--- config.mk ---
export PLATFORM = sky130hd
export DESIGN_NAME = ascon_ti_sbox_sched_flat
export DESIGN_NICKNAME = d
export VERILOG_FILES = /design/src/rtl/ascon_ti_pkg.sv /design/src/rtl/ascon_ti_sbox_sched_if.sv /design/src/rtl/ascon_ti_sbox_slice.sv /design/src/rtl/ascon_ti_sbox_sched.sv /design/src/flat_wrapper.sv
export SDC_FILE = /design/constraint.sdc
export NUM_CORES = 2
export LEC_CHECK = 0
export CORE_AREA = 2 2 766 768
export CTS_BUF_LIST = sky130_fd_sc_hd__clkbuf_2 sky130_fd_sc_hd__clkbuf_4 sky130_fd_sc_hd__clkbuf_8
export DETAILED_ROUTE_END_ITERATION = 10
export DIE_AREA = 0 0 768 770
export MAX_ROUTING_LAYER = met4
export PLACE_DENSITY_LB_ADDON = 0.08
export REMOVE_ABC_BUFFERS = 1
export SYNTH_ARGS = -nofsm -noshare
export SYNTH_HDL_FRONTEND = slang
export SYNTH_SLANG_ARGS = --single-unit
--- constraint.sdc ---
create_clock -name clk -period 12.8 [get_ports clk]
set_input_delay 1.28 -clock clk [delete_from_list [all_inputs] [get_ports clk]]
set_output_delay 1.28 -clock clk [all_outputs]
set_load 0.005 [all_outputs]
--- src/rtl/ascon_ti_pkg.sv ---
// ascon_ti_pkg: shared types and the 3-share TI component function for the Ascon S-box
package ascon_ti_pkg;
  localparam int NUM_SHARES = 3;
  localparam int STATE_W = 320;
  localparam int LANE_W = 64;
  localparam int SBOX_W = 5;
  localparam int IDX_W = $clog2(STATE_W);
  typedef logic [STATE_W-1:0] share_state_t;
  typedef logic [SBOX_W-1:0] ti_col_t;
  typedef enum logic [1:0] {S_IDLE, S_RUN, S_DRAIN, S_DONE} state_t;
  function automatic logic [IDX_W-1:0] col_idx(int lane, int j);
    return IDX_W'((SBOX_W - 1 - lane) * LANE_W + j);
  endfunction
  // column bit 4 is x0, bit 0 is x4; result vector is lane-indexed (bit l = x_l)
  function automatic logic [4:0] lin_in(ti_col_t c);
    return {c[0] ^ c[1], c[1], c[2] ^ c[3], c[3], c[4] ^ c[0]};
  endfunction
  // output share from input shares a (linear + own quadratic) and b (cross terms); inv carries ~x2
  function automatic ti_col_t ti_f(ti_col_t a, ti_col_t b, logic inv);
    logic [4:0] p, q, p1, p2, q1, q2, y;
    p = lin_in(a);
    q = lin_in(b);
    p1 = {p[0], p[4:1]};
    p2 = {p[1:0], p[4:2]};
    q1 = {q[0], q[4:1]};
    q2 = {q[1:0], q[4:2]};
    y = p ^ p2 ^ (p1 & p2) ^ (p1 & q2) ^ (q1 & p2);
    return {y[0] ^ y[4], y[1] ^ y[0], y[2] ^ inv, y[3] ^ y[2], y[4]};
  endfunction
endpackage

--- src/rtl/ascon_ti_sbox_sched_if.sv ---
// ascon_ti_sbox_sched_if: share input, randomness and result handshakes of the TI S-box sequencer
interface ascon_ti_sbox_sched_if import ascon_ti_pkg::*; #(parameter int COLS_PER_CYCLE = 4);
  logic in_valid, in_ready, rnd_valid, rnd_ready, out_valid, out_ready, busy;
  share_state_t in_s0, in_s1, in_s2, out_s0, out_s1, out_s2;
  logic [10*COLS_PER_CYCLE-1:0] rnd;
  modport master(output in_valid, in_s0, in_s1, in_s2, rnd_valid, rnd, out_ready,
                 input in_ready, rnd_ready, out_valid, out_s0, out_s1, out_s2, busy);
  modport slave(input in_valid, in_s0, in_s1, in_s2, rnd_valid, rnd, out_ready,
                output in_ready, rnd_ready, out_valid, out_s0, out_s1, out_s2, busy);
endinterface

--- src/rtl/ascon_ti_sbox_slice.sv ---
// ascon_ti_sbox_slice: COLS_PER_CYCLE parallel 3-share TI Ascon S-boxes, non-complete per output share
module ascon_ti_sbox_slice import ascon_ti_pkg::*; #(parameter int COLS_PER_CYCLE = 4) (
  input  ti_col_t [COLS_PER_CYCLE-1:0] x0, x1, x2,
  output ti_col_t [COLS_PER_CYCLE-1:0] y0, y1, y2
);
  for (genvar i = 0; i < COLS_PER_CYCLE; i++) begin : g_col
    assign y0[i] = ti_f(x1[i], x2[i], 1'b1);
    assign y1[i] = ti_f(x2[i], x0[i], 1'b0);
    assign y2[i] = ti_f(x0[i], x1[i], 1'b0);
  end
endmodule

--- src/rtl/ascon_ti_sbox_sched.sv ---
// ascon_ti_sbox_sched: walks a 3-share Ascon state through TI S-box slices with a re-masked glitch register
module ascon_ti_sbox_sched import ascon_ti_pkg::*; #(
  parameter int COLS_PER_CYCLE = 4,
  parameter bit RAND_EN = 1'b1
) (
  input logic clk,
  input logic rst,
  ascon_ti_sbox_sched_if.slave io
);
  localparam int C = COLS_PER_CYCLE;
  localparam int NSLICE = LANE_W / C;
  localparam int IW = $clog2(NSLICE);
  state_t state;
  logic [IW-1:0] cnt, pipe_idx;
  logic pipe_valid, issue;
  logic [5*C-1:0] r_a, r_b;
  share_state_t s [NUM_SHARES];
  ti_col_t [C-1:0] x [NUM_SHARES];
  ti_col_t [C-1:0] y [NUM_SHARES];
  ti_col_t [C-1:0] pipe [NUM_SHARES];
  assign issue = (state == S_RUN) && (!RAND_EN || io.rnd_valid);
  assign r_a = RAND_EN ? io.rnd[5*C-1:0] : '0;
  assign r_b = RAND_EN ? io.rnd[10*C-1:5*C] : '0;
  always_comb begin
    x = '{default: '0};
    for (int i = 0; i < NUM_SHARES; i++)
      for (int t = 0; t < C; t++)
        for (int b = 0; b < SBOX_W; b++)
          x[i][t][b] = s[i][col_idx(SBOX_W - 1 - b, int'(cnt) * C + t)];
  end
  ascon_ti_sbox_slice #(.COLS_PER_CYCLE(C)) u_slice (
    .x0(x[0]), .x1(x[1]), .x2(x[2]),
    .y0(y[0]), .y1(y[1]), .y2(y[2])
  );
  always_ff @(posedge clk) begin
    if (rst) begin
      state <= S_IDLE;
      cnt <= '0;
      pipe_idx <= '0;
      pipe_valid <= 1'b0;
      pipe <= '{default: '0};
      s <= '{default: '0};
    end else begin
      pipe_valid <= issue;
      if (issue) begin
        pipe[0] <= y[0] ^ r_a;
        pipe[1] <= y[1] ^ r_b;
        pipe[2] <= y[2] ^ r_a ^ r_b;
        pipe_idx <= cnt;
        cnt <= cnt + 1'b1;
      end
      // the slice being written back is always the one issued last cycle, never the one being read
      if (pipe_valid)
        for (int i = 0; i < NUM_SHARES; i++)
          for (int t = 0; t < C; t++)
            for (int b = 0; b < SBOX_W; b++)
              s[i][col_idx(SBOX_W - 1 - b, int'(pipe_idx) * C + t)] <= pipe[i][t][b];
      if (state == S_IDLE && io.in_valid) begin
        state <= S_RUN;
        cnt <= '0;
        s <= '{io.in_s0, io.in_s1, io.in_s2};
      end else if (issue && cnt == IW'(NSLICE - 1)) state <= S_DRAIN;
      else if (state == S_DRAIN) state <= S_DONE;
      else if (state == S_DONE && io.out_ready) begin
        state <= S_IDLE;
        s <= '{default: '0};
      end
    end
  end
  assign io.in_ready = state == S_IDLE;
  assign io.rnd_ready = RAND_EN && state == S_RUN;
  assign io.out_valid = state == S_DONE;
  assign io.busy = state != S_IDLE;
  assign io.out_s0 = io.out_valid ? s[0] : '0;
  assign io.out_s1 = io.out_valid ? s[1] : '0;
  assign io.out_s2 = io.out_valid ? s[2] : '0;
endmodule
--- src/flat_wrapper.sv ---
// flat-port wrapper written by rule: the top's interface ports become plain ports
module ascon_ti_sbox_sched_flat import ascon_ti_pkg::*;
#(
  parameter int COLS_PER_CYCLE = 4,
  parameter bit RAND_EN = 1'b1
)
  (clk, rst, io_in_valid, io_in_s0, io_in_s1, io_in_s2, io_rnd_valid, io_rnd, io_out_ready, io_in_ready, io_rnd_ready, io_out_valid, io_out_s0, io_out_s1, io_out_s2, io_busy);
  ascon_ti_sbox_sched_if #(.COLS_PER_CYCLE(COLS_PER_CYCLE)) io_i ();
  input logic clk;
  input logic rst;
  input wire logic [$bits(io_i.in_valid)-1:0] io_in_valid;
  input wire logic [$bits(io_i.in_s0)-1:0] io_in_s0;
  input wire logic [$bits(io_i.in_s1)-1:0] io_in_s1;
  input wire logic [$bits(io_i.in_s2)-1:0] io_in_s2;
  input wire logic [$bits(io_i.rnd_valid)-1:0] io_rnd_valid;
  input wire logic [$bits(io_i.rnd)-1:0] io_rnd;
  input wire logic [$bits(io_i.out_ready)-1:0] io_out_ready;
  output wire logic [$bits(io_i.in_ready)-1:0] io_in_ready;
  output wire logic [$bits(io_i.rnd_ready)-1:0] io_rnd_ready;
  output wire logic [$bits(io_i.out_valid)-1:0] io_out_valid;
  output wire logic [$bits(io_i.out_s0)-1:0] io_out_s0;
  output wire logic [$bits(io_i.out_s1)-1:0] io_out_s1;
  output wire logic [$bits(io_i.out_s2)-1:0] io_out_s2;
  output wire logic [$bits(io_i.busy)-1:0] io_busy;
  assign io_i.in_valid = io_in_valid;
  assign io_i.in_s0 = io_in_s0;
  assign io_i.in_s1 = io_in_s1;
  assign io_i.in_s2 = io_in_s2;
  assign io_i.rnd_valid = io_rnd_valid;
  assign io_i.rnd = io_rnd;
  assign io_i.out_ready = io_out_ready;
  assign io_in_ready = io_i.in_ready;
  assign io_rnd_ready = io_i.rnd_ready;
  assign io_out_valid = io_i.out_valid;
  assign io_out_s0 = io_i.out_s0;
  assign io_out_s1 = io_i.out_s1;
  assign io_out_s2 = io_i.out_s2;
  assign io_busy = io_i.busy;
  ascon_ti_sbox_sched #(.COLS_PER_CYCLE(COLS_PER_CYCLE), .RAND_EN(RAND_EN)) u_core (.clk(clk), .rst(rst), .io(io_i));
endmodule
Word level (Yosys, flattened, before mapping):

Cells that the tools add are included.

* memory bits (read-only): 0
* output and inout bits: 964
* bits of input ports: 1005
* memories: 0
* register bits after elaboration: 1031
* bits in latches: 0
* word-level logic and storage cells: 548
* bits in writable memories: 0

* reduce and logical (&&, ||, !) cells: 29
* $add $sub $neg: 39
* shift-type cells: 0
* equality and inequality tests: 4
* $mul: 0
* order comparisons: 60
* div/mod/pow operators: 0
* multiplexer cells: 232
* bitwise operators: 164

Operators with widths (count)
* $bwmux W320: 60
* $mux W960: 5
* $mux W320: 3
* $bmux W1 S9: 57
* $lt A9 B10 Y1 const B: 38
* $xor A5 B5 Y5: 48
* $and A5 B5 Y5: 36
* $demux W1 S9: 19
* $ge A9 B1 Y1 const B: 19
* $add A9 B9 Y9 const A: 17
* $mux W1: 81
* $xor A20 B20 Y20: 4
* $xor A1 B1 Y1: 72
* $add A8 B9 Y9 const A: 6
* $add A8 B6 Y9 const A: 4
* $add A6 B2 Y7 const B: 4
* $logic_and A1 B1 Y1: 24
* $lt A6 B10 Y1 const B: 2
* $add A9 B6 Y9 const A: 2
* $add A7 B6 Y8 const A: 2
* $add A6 B1 Y7 const B: 2
* $bmux W1 S4: 3
* $add A9 B7 Y9 const A: 1
* $ge A6 B1 Y1 const B: 1
* 12 further kinds: 18

Depth between registers and ports, before layout:

* depth after elaboration: 29
* gate-level depth with buffers: 20
* depth with buffers taken out: 12

Cells and area by module:

From an unflattened synthesis, not the netlist that was laid out.

* cell total of the unflattened synthesis: 6803
* area total of the unflattened synthesis: 60047.6 um2

Modules (own cells, without submodules)
* ascon_ti_sbox_sched: instances 1, seq. area each 20639.8 um2, area each 56390.3 um2, cells each 6338
* ascon_ti_sbox_slice: instances 1, seq. area each 0.0 um2, area each 3657.3 um2, cells each 465

Worst setup path before layout:

No wires, ideal clock.

* path type: reg2reg
* start point: reg u_core.cnt[0]
* end point: reg u_core.pipe[36] in the netlist's numbering
* period minus slack after synthesis: 4.597 ns
* arrival time: 4.465 ns
* data required time: 12.668 ns
* slack: 8.203 ns
* setup time: 0.132 ns
* cell stages (with the launch flop): 21
* buffers on the path: 9
* cell sequence: dfxtp_1 > buf_6 > buf_12 > buf_6 > buf_12 > buf_6 > buf_8 > buf_6 > buf_1 > mux4_2 > mux4_2 > inv_1 > ha_1 > clkbuf_1 > xnor2_1 > xnor2_1 > xnor2_1 > xnor3_1 > xor2_1 > nand2_1 > a21oi_1

* cells in the longest elaborated chain, start to end: 11
* elaborated cells between the ends (all ways): 35
* those cells by class: add/sub (5); mux (16); bitwise (14)

Ends and longest elaborated chain
* start: declaration: line ascon_ti_sbox_sched.sv:14 `logic [IW-1:0] cnt, pipe_idx;`
* start signal: assignment: line ascon_ti_sbox_sched.sv:50 `cnt <= cnt + 1'b1;`
* $add A6 B2 Y7 (*): line ascon_ti_sbox_sched.sv:29 `x[i][t][b] = s[i][col_idx(SBOX_W - 1 - b, int'(cnt) * C + t)];`
* $add A9 B9 Y9 / $add A8 B9 Y9 (equally long branches): line ascon_ti_pkg.sv:12 `return IDX_W'((SBOX_W - 1 - lane) * LANE_W + j);`
* $bmux W1 S9: line ascon_ti_sbox_sched.sv:29
* $mux W1 (implied by the code): line ascon_ti_sbox_sched.sv:29
* $xor A1 B1 Y1: line ascon_ti_pkg.sv:16 `return {c[0] ^ c[1], c[1], c[2] ^ c[3], c[3], c[4] ^ c[0]};`
* $xor A5 B5 Y5 / $and A5 B5 Y5 (equally long branches): line ascon_ti_pkg.sv:27 `y = p ^ p2 ^ (p1 & p2) ^ (p1 & q2) ^ (q1 & p2);`
* $xor A5 B5 Y5 (2 in a row): line ascon_ti_pkg.sv:27
* $xor A5 B5 Y5 (*): line ascon_ti_pkg.sv:27
* $xor A1 B1 Y1 (*): line ascon_ti_pkg.sv:28 `return {y[0] ^ y[4], y[1] ^ y[0], y[2] ^ inv, y[3] ^ y[2], y[4]};`
* $xor A20 B20 Y20 (*): line ascon_ti_sbox_sched.sv:47 `pipe[1] <= y[1] ^ r_b;`
* end: declaration: line ascon_ti_sbox_sched.sv:20 `ti_col_t [C-1:0] pipe [NUM_SHARES];`

Every way passes the cells marked *; elsewhere a longest branch is shown, timed or not. The select of a mux whose other input is x is not followed.
A chain may end at the register's enable or synchronous reset.

Worst setup path after layout:

* start point: reg u_core.state[0]
* end point: out io_out_s2[189]

* cells in the longest elaborated chain, start to end: 2

Ends and longest elaborated chain
* start: declaration: line ascon_ti_sbox_sched.sv:13 `state_t state;`
* start signal: assignment: line ascon_ti_sbox_sched.sv:37 `state <= S_IDLE;`
* start signal: assignment: line ascon_ti_sbox_sched.sv:59 `state <= S_RUN;`
* start signal: assignment: line ascon_ti_sbox_sched.sv:62 `end else if (issue && cnt == IW'(NSLICE - 1)) state <= S_DRAIN;`
* $eq A2 B2 Y1: line ascon_ti_sbox_sched.sv:72 `assign io.out_valid = state == S_DONE;`
* $mux W320: line ascon_ti_sbox_sched.sv:76 `assign io.out_s2 = io.out_valid ? s[2] : '0;`
* end: declaration: line flat_wrapper.sv:23 `output wire logic [$bits(io_i.out_s2)-1:0] io_out_s2;`

No other way between the ends.

==> impl_metrics.env <==
export IMPL_reg2reg_from="u_core.cnt[0]$_SDFFE_PP0P_"
export IMPL_final_max_slew_viol_count=0
export IMPL_drt_initial_drc_count=7322
export IMPL_synth_area_leader_cell="dfxtp_1"
export IMPL_cts_buffers=273
export IMPL_fin_crit_sh=0.4811
export IMPL_drive_above_1_share=0.09728
export IMPL_yosysUniqueCellTypes=74
export IMPL_htree_levels=5
export IMPL_holdBufCountCts=0
export IMPL_routed_via_density=4.200
export IMPL_r2r_slack_ns=6.95
export IMPL_synth_edf_count=0
export IMPL_multiInputGateArea_mm2=0.03890
export IMPL_firstDrtPassIters=6
export IMPL_clk_pin_slew_ns=0.06
export IMPL_clock_latency_ns=1.11
export IMPL_clk_path_buf_depth=4
export IMPL_synth_top_cell_area_share=0.3261
export IMPL_nFillCells=66270
export IMPL_yosysSeqAreaShare=0.3261
export IMPL_cts_tree="done"
export IMPL_power_density_mw_per_mm2=108.5
export IMPL_min_path_type="reg -> reg"
export IMPL_antenna_left=0
export IMPL_initial_core_util=0.1085
export IMPL_tightest_slew_ns=1.286
export IMPL_post_drt_wl_per_cell_um=38.14
export IMPL_io_pins=1969
export IMPL_regArea_mm2=0.02067
export IMPL_pwr_share_clk=0.459
export IMPL_synthTopCellsByCount="nand2_1, a21oi_1, nor2_1, dfxtp_1, and3_1"
export IMPL_grt_util_all_layers=0.2361
export IMPL_yosysMostFrequentCell="nand2_1"
export IMPL_endpoint="io_out_s2[189]"
export IMPL_vias=78280
export IMPL_rsz0062_at_grt="false"
export IMPL_synth_top_family_by_area="simple AND/OR/NAND/NOR gates"
export IMPL_grt_antenna_before_repair=413
export IMPL_ys_warnings_count=0
export IMPL_seqPwrFrac=0.358
export IMPL_p_int_mw=6.844
export IMPL_synthArstFlopShare=0
export IMPL_status="completed"
export IMPL_die_w_um=768
export IMPL_synth_area_mux_share=0.1031
export IMPL_p_sw_frac=0.3507
export IMPL_synth_xor_area_frac=0.03714
export IMPL_yosys_area_share_adder=0.006839
export IMPL_dieArea_mm2=0.5914
export IMPL_yosys_area_share_simple=0.2910
export IMPL_netlist_instances=8940
export IMPL_coreArea_mm2=0.5836
export IMPL_final_nets=11460
export IMPL_synth_compound_area_frac=0.1712
export IMPL_std_cell_rows=281
export IMPL_syn_to_final_growth_pct=53.44
export IMPL_cts_resized=0
export IMPL_synthFlopType="dfxtp_1"
export IMPL_irDropWorstVdd_mv=0.06146
export IMPL_syn_avg_cell_area_um2=7.080
export IMPL_drc=0
export IMPL_p_comb_frac=0.183
export IMPL_cts_setup_buffers=0
export IMPL_die_h_um=770
export IMPL_path_class="reg -> out"
export IMPL_hpwl_um=517200
export IMPL_grt_max_degree=162
export IMPL_arrival_ns=4.88
export IMPL_p_leak_nw=35.18
export IMPL_fin_crit_ns=6.158
export IMPL_synth_area_top_cells="dfxtp_1, a21oi_1, nand2_1"
export IMPL_r2r_end="u_core.pipe[5]$_SDFFE_PP0P_"
export IMPL_ys_ff_latch=1031
export IMPL_skew_ns=0.08707
export IMPL_clkSinkCount=1031
export IMPL_grt_pass1_vias=77330
export IMPL_drt_total_wl_um=710900
export IMPL_grt_overflow=0
export IMPL_port_buffers=1968
export IMPL_maxCapViolations=0
export IMPL_worstPathRequired_ns=11.52
export IMPL_syn_cell_area_mm2=0.06330
export IMPL_relSlewSlack=0.1377
export IMPL_crit_path_end_kind="output pin"
export IMPL_setup_tns_ns=0
export IMPL_reg2regPathDepth=12
export IMPL_grt_pass1_wl_um=895000
export IMPL_p_total_mw=10.54
export IMPL_root_buffer="clkbuf_8"
export IMPL_crit_path_start="u_core.state[0]$_SDFFE_PP0P_"
export IMPL_power_switching_mw=3.697
export IMPL_gp_congestion=0.8425
export IMPL_setup_viol=0
export IMPL_fmax_ghz=0.1624
export IMPL_worstPathMaxFanout=83
export IMPL_cp_start_kind="flop"
export IMPL_finalHoldViolations=0
[cells in the final DEF, fill, tap and decap left out, types with 8 or more instances in the layout]
cell type and count:
buf_4 201, xnor2_1 215, o21ai_0 22, nor3_1 14, nor2b_1 29, a21oi_1 1956, nor2_4 13, clkinv_2 13
buf_12 14, nand2_1 1992, and3_1 968, mux2_2 34, diode_2 239, nand2b_1 12, dfxtp_1 1021, o21ai_1 9
clkbuf_4 98, a22oi_1 21, clkbuf_8 327, clkdlybuf4s50_1 1967, nand2_4 14, o22ai_1 10, ha_1 25, nand3_1 24
xor2_1 32, mux4_2 242, a211oi_1 33, mux2i_1 60, inv_6 8, inv_1 27, nor2_1 1061
[cell families after synthesis]
logic type                 count (synthesis)
xor gates and xnor gates                 257
muxes                                    342
and+or+nand+nor                         4180
buffers and inverters                    998
DFF                                     1031
AOI/OAI and AO/OA                       2099
adders and majority gates                 33
[registers in the layout, summed over array words and instances, names as in the netlist]
name / cells
u_core.s: 960
u_core.pipe: 60
u_core.cnt: 4
u_core.pipe_idx: 4
u_core.state: 2
u_core.pipe_valid: 1
[per-layer routing]
metal,wire [µm],share of wire,global-route usage
met1,298100,0.42,0.2844
met2,333900,0.47,0.3845
met3,54840,0.077,0.06259
met4,24080,0.034,0.07188
met5,0,0,-
[power by group through the flow]
stage | combinational [mW] | clock, mW | sequential (mW)
final | 1.93 | 4.84 | 3.77
after global routing | 2.08 | 5.13 | 3.78
after CTS | 1.96 | 5.05 | 3.77
after detailed placement | 1.95 | 0 | 3.84
after global placement | 1.96 | 0 | 3.84
after floorplan | 1.07 | 0 | 3.66
[critical path, stage by stage, from the launching register on]
cell and delay (ns):
dfxtp_4 0.65, buf_4 0.54, buf_4 0.45, buf_4 0.79, and3_1 0.30, clkdlybuf4s50_1 0.86
[stage by stage]
| step | util | area (µm²) | setup slack (ns) | cells | hold WS, ns |
|---|---|---|---|---|---|
| 6_report | 0.1664 | 97120 | 6.642 | 18640 | 0.4779 |
| 3_3_place_gp | 0.1558 | 90910 | 6.459 | 17940 | 0.4656 |
| 2_1_floorplan | - | 59320 | -13.11 | 7972 | 0.4877 |
| 4_1_cts | 0.1654 | 96520 | 6.397 | 18400 | 0.3166 |
| 3_5_place_dp | 0.1558 | 90910 | 6.629 | 17940 | 0.4749 |
| 5_1_grt | 0.1662 | 96980 | 6.293 | 18580 | 0.3980 |
[worst min-delay path by stage]
stage	startpoint	to	slack [ns]	cells after the start
floorplan	u_core.pipe_idx[1]$_SDFFE_PP0P_	u_core.pipe_idx[1]$_SDFFE_PP0P_	0.49	2
detailed placement	u_core.pipe[45]$_SDFFE_PP0P_	u_core.pipe[45]$_SDFFE_PP0P_	0.47	2
finish	u_core.pipe[45]$_SDFFE_PP0P_	u_core.pipe[45]$_SDFFE_PP0P_	0.48	2
global placement	u_core.pipe[45]$_SDFFE_PP0P_	u_core.pipe[45]$_SDFFE_PP0P_	0.47	2
CTS	rst	u_core.s[771]$_SDFF_PP0_	0.32	2
global route	rst	u_core.s[771]$_SDFF_PP0_	0.40	2
[area by class of cell]
cell class,count,share of cell area
diodes,239,0.006158
clock buffers,425,0.05391
clock inverters,39,0.003839
inverters,30,0.001185
multi-input cells,6911,0.4006
flip-flops and latches,1031,0.2128
well taps,7782,0.1003
repair buffers,2183,0.2213
Note: power is estimated with default switching activity, not from simulation.
